--- src/rtl/spi_arb_pkg.sv ---
// Shared types for the two-requester SPI arbiter: FSM state encoding and operation codes.
package spi_arb_pkg;

  typedef enum logic [1:0] {
    StIdle    = 2'd0,
    StIssue   = 2'd1,
    StWait    = 2'd2,
    StRelease = 2'd3
  } state_e;

  localparam logic OpWrite = 1'b1;
  localparam logic OpRead  = 1'b0;

endpackage

--- src/rtl/rr_arbiter2.sv ---
// Two-way round-robin selector: a lone request wins outright; on a tie the requester
// that was not granted last wins.
module rr_arbiter2 (
  input  logic [1:0] req,
  input  logic       last,
  output logic [1:0] grant
);

  always_comb begin
    grant = 2'b00;
    unique case (req)
      2'b01:   grant = 2'b01;
      2'b10:   grant = 2'b10;
      2'b11:   grant = last ? 2'b01 : 2'b10;
      default: grant = 2'b00;
    endcase
  end

endmodule

--- src/rtl/spi_arbiter.sv ---
// Shares one SPI master between two requesters: grants, issues one transaction,
// waits for end-of-transaction or timeout, then reports done/err to the owner.
module spi_arbiter
  import spi_arb_pkg::*;
#(
  parameter int unsigned TIMEOUT_CYCLES = 4096,
  parameter logic [1:0]  SLAVE_SEL      = 2'b10
) (
  input  logic        clk,
  input  logic        reset_n,
  input  logic [1:0]  req,
  input  logic [15:0] cmd0,
  input  logic [15:0] cmd1,
  input  logic [1:0]  op,
  output logic [1:0]  done,
  output logic [1:0]  err,
  output logic [7:0]  rdata,
  output logic        busy,
  output logic        spi_enable,
  output logic        spi_start,
  output logic [1:0]  spi_slave,
  output logic [15:0] spi_data_out,
  output logic        spi_operation,
  input  logic [7:0]  spi_data_in,
  input  logic        spi_eot
);

  localparam int unsigned    CntW   = $clog2(TIMEOUT_CYCLES);
  localparam logic [CntW-1:0] CntMax = CntW'(TIMEOUT_CYCLES - 1);

  state_e            state_q, state_d;
  logic              last_q, last_d;  // index of the current/most recent owner
  logic [CntW-1:0]   cnt_q, cnt_d;
  logic [1:0]        done_q, done_d;
  logic [1:0]        err_q, err_d;
  logic [7:0]        rdata_q, rdata_d;
  logic [15:0]       data_q, data_d;
  logic              oper_q, oper_d;
  logic [1:0]        grant;

  rr_arbiter2 u_rr (
    .req   (req),
    .last  (last_q),
    .grant (grant)
  );

  always_comb begin
    state_d = state_q;
    last_d  = last_q;
    cnt_d   = cnt_q;
    done_d  = 2'b00;
    err_d   = 2'b00;
    rdata_d = rdata_q;
    data_d  = data_q;
    oper_d  = oper_q;
    unique case (state_q)
      StIdle: begin
        if (|req) begin
          state_d = StIssue;
          last_d  = grant[1];
          data_d  = grant[1] ? cmd1 : cmd0;
          oper_d  = op[grant[1]] ? OpWrite : OpRead;
        end
      end
      StIssue: begin
        state_d = StWait;
        cnt_d   = '0;
      end
      StWait: begin
        cnt_d = cnt_q + 1'b1;
        // End-of-transaction wins over a coinciding timeout.
        if (spi_eot) begin
          state_d        = StRelease;
          rdata_d        = spi_data_in;
          done_d[last_q] = 1'b1;
        end else if (cnt_q == CntMax) begin
          state_d        = StRelease;
          rdata_d        = 8'h00;
          done_d[last_q] = 1'b1;
          err_d[last_q]  = 1'b1;
        end
      end
      StRelease: state_d = StIdle;
      default:   state_d = StIdle;
    endcase
  end

  always_ff @(posedge clk) begin
    if (!reset_n) begin
      state_q <= StIdle;
      last_q  <= 1'b1;
      cnt_q   <= '0;
      done_q  <= 2'b00;
      err_q   <= 2'b00;
      rdata_q <= 8'h00;
      data_q  <= 16'h0000;
      oper_q  <= 1'b0;
    end else begin
      state_q <= state_d;
      last_q  <= last_d;
      cnt_q   <= cnt_d;
      done_q  <= done_d;
      err_q   <= err_d;
      rdata_q <= rdata_d;
      data_q  <= data_d;
      oper_q  <= oper_d;
    end
  end

  assign done          = done_q;
  assign err           = err_q;
  assign rdata         = rdata_q;
  assign busy          = (state_q != StIdle);
  assign spi_enable    = (state_q == StIssue) || (state_q == StWait);
  assign spi_start     = (state_q == StIssue);
  assign spi_slave     = SLAVE_SEL;
  assign spi_data_out  = data_q;
  assign spi_operation = oper_q;

endmodule
--- config.mk ---
export PLATFORM = sky130hd
export DESIGN_NAME = spi_arbiter
export DESIGN_NICKNAME = d
export VERILOG_FILES = /design/src/rtl/spi_arb_pkg.sv /design/src/rtl/rr_arbiter2.sv /design/src/rtl/spi_arbiter.sv
export SDC_FILE = /design/constraint.sdc
export NUM_CORES = 1
export LEC_CHECK = 0
export CORE_UTILIZATION = 28
export DETAILED_ROUTE_END_ITERATION = 16
export DONT_BUFFER_PORTS = 1
export GPL_ROUTABILITY_DRIVEN = 0
export PLACE_DENSITY = 0.45
export RECOVER_POWER = 100
export SLEW_MARGIN = 20
export SYNTH_ARGS = -nofsm -noshare
export SYNTH_HDL_FRONTEND = slang
export SYNTH_SLANG_ARGS = --single-unit
export TNS_END_PERCENT = 50
--- constraint.sdc ---
create_clock -name clk -period 2.7 [get_ports clk]
set_clock_uncertainty 0.05 [all_clocks]
set_input_delay 0.405 -clock clk [delete_from_list [all_inputs] [get_ports clk]]
set_output_delay 0.405 -clock clk [all_outputs]
set_load 0.01 [all_outputs]
==> flow_metrics.py, run 1 <==
metrics = {
    "cells_and_area": {
        "drive_above_1_share_pct": 6.13,
        "syn_to_final_growth_pct": 7.33,
        "nFillCells": 712,
        "final_cells": 308,
        "regArea_sq_um": 881,
        "antenna_cells": 0,
        "final_nets": 263,
        "multi_input_area_sq_mm": 0.00105,
        "finish.instance_area_sq_mm": 0.00220,
        "final_util_pct": 31.7,
    },
    "power": {
        "irDropWorstVdd_uv": 381,
        "power.leakage_uw": 0.000972,
        "p_per_area_mw_per_mm2": 885,
    },
    "worst_setup_path": {
        "path_delay_family": "compound AO/OA/AOI/OAI gates",
        "max_stage_delay_ns": 0.91,
        "critPathKind": "reg2reg",
        "crit_path_top_delay_cell": "o41ai_2",
        "crit_chain": "nand4_1 -> o41ai_2 -> a21boi_0 -> o21a_1",
        "cp.arrival_ns": 2.33,
        "cp-end-kind": "flop",
        "cp_num_buf_inv": 0,
        "required_ns": 2.85,
        "cp-start-kind": "flop",
        "crit_path_max_fanout": 9,
    },
    "place": {
        "dpl_cell_area_sq_mm": 0.00213,
        "dp.final_hpwl_mm": 2.95,
        "io_buffers": 0,
        "place_inst": 300,
    },
    "clocking": {
        "clk_path_buf_depth": 2,
        "cts_sinks": 44,
        "cts_buffers": 5,
        "cts_root_buffer": "clkbuf_8",
        "path_clk_slew_ns": 0.09,
        "htreeDepth": 2,
        "holdBufCountCts": 0,
        "insertion_delay_ns": 0.30,
        "postCtsSetupRepairBufs": 0,
        "ctsResizeCount": 0,
        "cts_tree": "yes",
    },
    "sta": {
        "final_hold_viol_count": 0,
        "period_minus_slack_ns": 2.18,
        "fmax_ghz": 0.459,
        "finalCritPeriodShare_pct": 80.7,
        "setup_viol": 0,
        "timing.hold.ws_ns": 0.152,
        "setup_tns_ns": 0,
        "maxSlewHeadroom_pct": 38.5,
        "rsz0062_at_grt": "false",
        "worstMarginPinSlew_ns": 0.913,
        "maxSlewViolCount": 0,
    },
    "die": {
        "start_util_pct": 29.5,
        "die_y_um": 87.6,
        "die_w_um": 87.6,
        "dieArea_sq_mm": 0.00767,
        "core-area_sq_mm": 0.00694,
        "rows": 30,
        "io_pins": 81,
    },
    "yosys": {
        "synthMostInstantiatedCell": "dfxtp_1",
        "synth_area_leaders": "dfxtp_1 (43%), mux2i_1 (8.8%), o211a_1 (8.3%)",
        "synth_edf_count": 0,
        "synth.net_count": 268,
        "async_reset_ff_share_pct": 0,
        "syn_area_sq_mm": 0.00205,
        "yosysTopAreaCell": "dfxtp_1",
        "synth_common_cells": "dfxtp_1 (44), nand2_1 (26), mux2i_1 (18), o211a_1 (17), nor2_1 (14)",
        "yosysUniqueCellTypes": 32,
        "synth.avg_cell_area_sq_um": 9.49,
        "ys.flop_type": "dfxtp_1",
        "ys_ff_latch": 44,
        "synth_top_area_share_pct": 43.0,
        "yosysWarnings": 0,
        "netlist_instances": 216,
        "ys_seq_area_share_pct": 43.0,
    },
    "routing": {
        "vias": 1452,
        "first_pass_iters": 4,
        "drtAntennaViolNets": 0,
        "drc": 0,
        "vias_per_cell": 4.71,
        "wl_per_cell_um": 13.8,
        "drt-initial-drc-count": 58,
        "wl_mm": 4.24,
    },
    "grt": {
        "grt_pass1_vias": 1351,
        "grt_usage_pct": 11.2,
        "grt_pass1_wl_mm": 6.53,
        "antenna_found_initial": 0,
        "overflow": 0,
        "grt_max_degree": 34,
    },
    "job": {
        "cap_violations": 0,
    },
    "outcome": {
        "outcome": "complete, no violations",
    },
    "hold_path": {
        "hp-class": "in2reg",
    },
}
-- layer usage --
layer / global-route usage [%] / part of all wire (%) / vias to the layer above / routed length, um
met5: 0 / 0 / - / 0
met4: 3.58 / 0.99 / 0 / 42
met3: 4.43 / 8.4 / 5 / 358
met2: 16.9 / 45 / 60 / 1910
met1: 14.7 / 46 / 646 / 1940
li1: - / - / 741 / -
-- cell families (layout without fill, tap and decap cells) --
logic type	count (synthesis)	after routing	synth area share, %
other	2	2	0.366
and+or+nand+nor	69	69	17.0
buffers and inverters	22	18	4.70
adders and majority gates	5	5	3.05
muxes	18	18	8.79
AOI/OAI and AO/OA	48	48	19.7
xor gates and xnor gates	8	8	3.42
DFF	44	44	43.0
-- state kept, by name (all words and copies together), names as in the netlist --
name and count:
err 2, spi_data_out 16, done 2, rdata 8, state_q 2, cnt_q 12
last_q 1, spi_operation 1
-- final timing paths --
check	start	end	slack, ns	depth (start not counted)
setup / recovery	cnt_q[4]$_SDFFE_PN0P_	rdata[4]$_SDFFE_PN0P_	0.52	4
hold / removal	reset_n	last_q$_SDFFE_PN1P_	0.15	1
setup reg to reg	cnt_q[4]$_SDFFE_PN0P_	rdata[4]$_SDFFE_PN0P_	0.52	4
hold reg to reg	state_q[1]$_SDFFE_PN0P_	state_q[1]$_SDFFE_PN0P_	0.43	2
-- worst register-to-register path, cell delays in order, from the launching register on --
cell      delay (ns)
dfxtp_1         0.43
nand4_1         0.27
o41ai_2         0.91
a21boi_0        0.23
o21a_1          0.21
-- cell type report --
class	instances	share of cell area [%]
multi-input cells	150	47.6
flip-flops and latches	44	40.0
well taps	96	5.46
clock buffers	5	3.13
clock inverters	3	1.93
inverters	6	1.02
repair buffers	4	0.853
-- cell usage in the layout, fill, tap and decap left out, types with 5 or more instances in the layout --
cell / n
dfxtp_1: 44
and3_1: 9
inv_1: 6
o21a_1: 9
a21oi_1: 5
o211a_1: 17
nor2_1: 14
a21boi_0: 9
mux2i_1: 18
nand2_1: 26
ha_1: 5
o21ai_0: 5
xor2_1: 5
clkbuf_8: 5
-- through the flow --
| step | power (uW) | setup WS, ns |
|---|---|---|
| 2_1_floorplan | 1360 | 0.835 |
| 5_1_grt | 2090 | 0.392 |
| 6_report | 1950 | 0.522 |
| 4_1_cts | 2010 | 0.744 |
| 3_5_place_dp | 1490 | 0.776 |
| 3_3_place_gp | 1490 | 0.827 |
-- where the power goes --
group          switching [uW]  internal (uW)
Combinational             321            210
Sequential                132            773
Clock                     236            274
Total                     689           1260
Power figures use the tool's default switching activity.
==> run 2: changes to the inputs <==
Settings changed: ABC_AREA from default to 1.
Clock period 2.7 ns to 2.2 ns, I/O delays scaled along.
==> run 2 against run 1 <==
Combinational power increased by 35%. Power is 23% higher. Via count rose by 11%. Utilization down 0.36 points. Worst hold slack got worse by 0.078 ns. Sequential share of layout area up 1.1 points. Cell count rose by 16%. Critical path depth rose by 4. Die area down 3.0%. Highest routed layer unchanged.
==> flow_metrics.py, run 2 <==
metrics = {
    "cells_and_area": {
        "layout.cells.most_common": "nand2_1",
        "largest_reg_flops": 16,
        "nFillCells": 773,
        "layout_common_cells": "nand2_1 (75), dfxtp_1 (44), nor2_1 (18), o21ai_0 (18), a31oi_1 (18)",
        "final_util_pct": 31.3,
        "final_nets": 311,
        "antenna_cells": 0,
        "drive_above_1_share_pct": 9.62,
        "final_cells": 356,
        "syn_to_final_growth_pct": 7.68,
        "finish.instance_area_sq_mm": 0.00214,
    },
    "clocking": {
        "insertion_delay_ns": 0.29,
        "holdBufCountCts": 0,
        "path_clk_slew_ns": 0.08,
        "cts_sinks": 44,
        "postCtsSetupRepairBufs": 0,
        "ctsResizeCount": 0,
        "clk_path_buf_depth": 2,
        "cts_buffers": 5,
        "cts_tree": "yes",
        "htreeDepth": 2,
        "cts_root_buffer": "clkbuf_8",
    },
    "worst_setup_path": {
        "cp-end-kind": "flop",
        "cp-start-kind": "flop",
        "cp.arrival_ns": 2.04,
        "critPathKind": "reg2reg",
        "required_ns": 2.34,
        "crit_path_max_fanout": 8,
    },
    "grt": {
        "antenna_found_initial": 0,
        "grt_max_degree": 26,
        "grt_pass1_wl_mm": 7.05,
        "grt_usage_pct": 12.3,
        "overflow": 0,
        "grt_pass1_vias": 1481,
    },
    "yosys": {
        "yosysWarnings": 0,
        "netlist_instances": 259,
        "synth_area_leaders": "dfxtp_1 (44%), nand2_1 (14%), a31oi_1 (5.7%)",
        "synth_common_cells": "nand2_1 (74), dfxtp_1 (44), a31oi_1 (18), nor2_1 (17), a21oi_1 (16)",
        "syn_area_sq_mm": 0.00199,
        "ys.flop_type": "dfxtp_1",
        "synth.net_count": 311,
        "synth.avg_cell_area_sq_um": 7.67,
        "ys_ff_latch": 44,
        "yosysTopAreaCell": "dfxtp_1",
        "synth_edf_count": 0,
        "synthMostInstantiatedCell": "nand2_1",
        "yosysUniqueCellTypes": 31,
        "async_reset_ff_share_pct": 0,
        "ys_seq_area_share_pct": 44.3,
        "synth_top_area_share_pct": 44.3,
    },
    "sta": {
        "finalCritPeriodShare_pct": 86.7,
        "fmax_ghz": 0.525,
        "setup_tns_ns": 0,
        "maxSlewViolCount": 0,
        "rsz0062_at_grt": "false",
        "setup_viol": 0,
        "final_hold_viol_count": 0,
        "period_minus_slack_ns": 1.91,
    },
    "die": {
        "io_pins": 81,
        "core-area_sq_mm": 0.00683,
        "die_w_um": 86.2,
        "dieArea_sq_mm": 0.00744,
        "rows": 30,
        "start_util_pct": 29.1,
        "die_y_um": 86.2,
    },
    "routing": {
        "drt-initial-drc-count": 63,
        "drtAntennaViolNets": 0,
        "vias": 1606,
        "first_pass_iters": 4,
        "vias_per_cell": 4.51,
        "drc": 0,
        "wl_mm": 4.45,
        "wl_per_cell_um": 12.5,
    },
    "place": {
        "place_inst": 348,
        "dpl_cell_area_sq_mm": 0.00206,
        "dp.final_hpwl_mm": 3.25,
        "io_buffers": 0,
    },
    "hold_path": {
        "hp-class": "in2reg",
    },
    "power": {
        "power_uw": 2400,
        "p_per_area_mw_per_mm2": 1120,
        "power.leakage_uw": 0.000791,
        "irDropWorstVdd_uv": 386,
    },
    "outcome": {
        "outcome": "complete, no violations",
    },
    "job": {
        "cap_violations": 0,
    },
}
run 2: area by class of cell:
type	count	area [sq um]	area share, %
multi-input combinational	187	965	45.1
sequential	44	881	41.2
tap	96	120	5.61
clock buffer	8	90.1	4.21
inverter	19	71.3	3.33
timing repair buffer	2	12.5	0.585
run 2: cell families (layout without fill, tap and decap cells):
logic type      Yosys count  after routing  share of synthesized area, %
simple gates            121            121                          27.5
compound gates           58             58                          17.6
flops                    44             44                          44.3
buf+inv                  28             29                          6.61
fa+ha+maj                 5              5                          3.15
other cells               2              2                         0.378
xor+xnor                  1              1                         0.441
run 2: path summary, 6_finish.rpt:
kind,from,endpoint,slack [ns],cells after the start
worst max-delay path,state_q[1]$_SDFFE_PN0P_,cnt_q[4]$_SDFFE_PN0P_,0.29,8
worst min register to register,cnt_q[10]$_SDFFE_PN0P_,cnt_q[10]$_SDFFE_PN0P_,0.43,2
worst min-delay path,spi_eot,err[0]$_SDFF_PP0_,0.07,1
worst max register to register,state_q[1]$_SDFFE_PN0P_,cnt_q[4]$_SDFFE_PN0P_,0.29,8
run 2: power by group:
group | internal, uW | switching [uW] | total, uW
combinational | 220 | 499 | 719
clock | 256 | 263 | 519
sequential | 971 | 188 | 1160
total | 1450 | 949 | 2400
run 2: critical path, stage by stage (launching register included):
cell	delay, ns
dfxtp_1	0.36
inv_1	0.08
ha_1	0.52
inv_1	0.24
nand2_1	0.10
nand2_1	0.12
inv_2	0.18
a21oi_1	0.06
o21a_1	0.11
run 2: per-stage QoR:
| stage | setup WS [ns] | hold slack, ns |
|---|---|---|
| finish | 0.294 | 0.0735 |
| CTS | 0.365 | 0.0622 |
| floorplan | 0.666 | 0.359 |
| detailed placement | 0.376 | 0.377 |
| global route | 0.106 | 0.0643 |
| global placement | 0.399 | 0.381 |
run 2: layer usage:
| metal | up-vias | wire, um | GRT usage (%) |
|---|---|---|---|
| li1 | 859 | - | - |
| met1 | 690 | 2150 | 16.2 |
| met2 | 53 | 1940 | 18.8 |
| met3 | 4 | 313 | 4.00 |
| met4 | 0 | 47 | 4.55 |
| met5 | - | 0 | 0 |
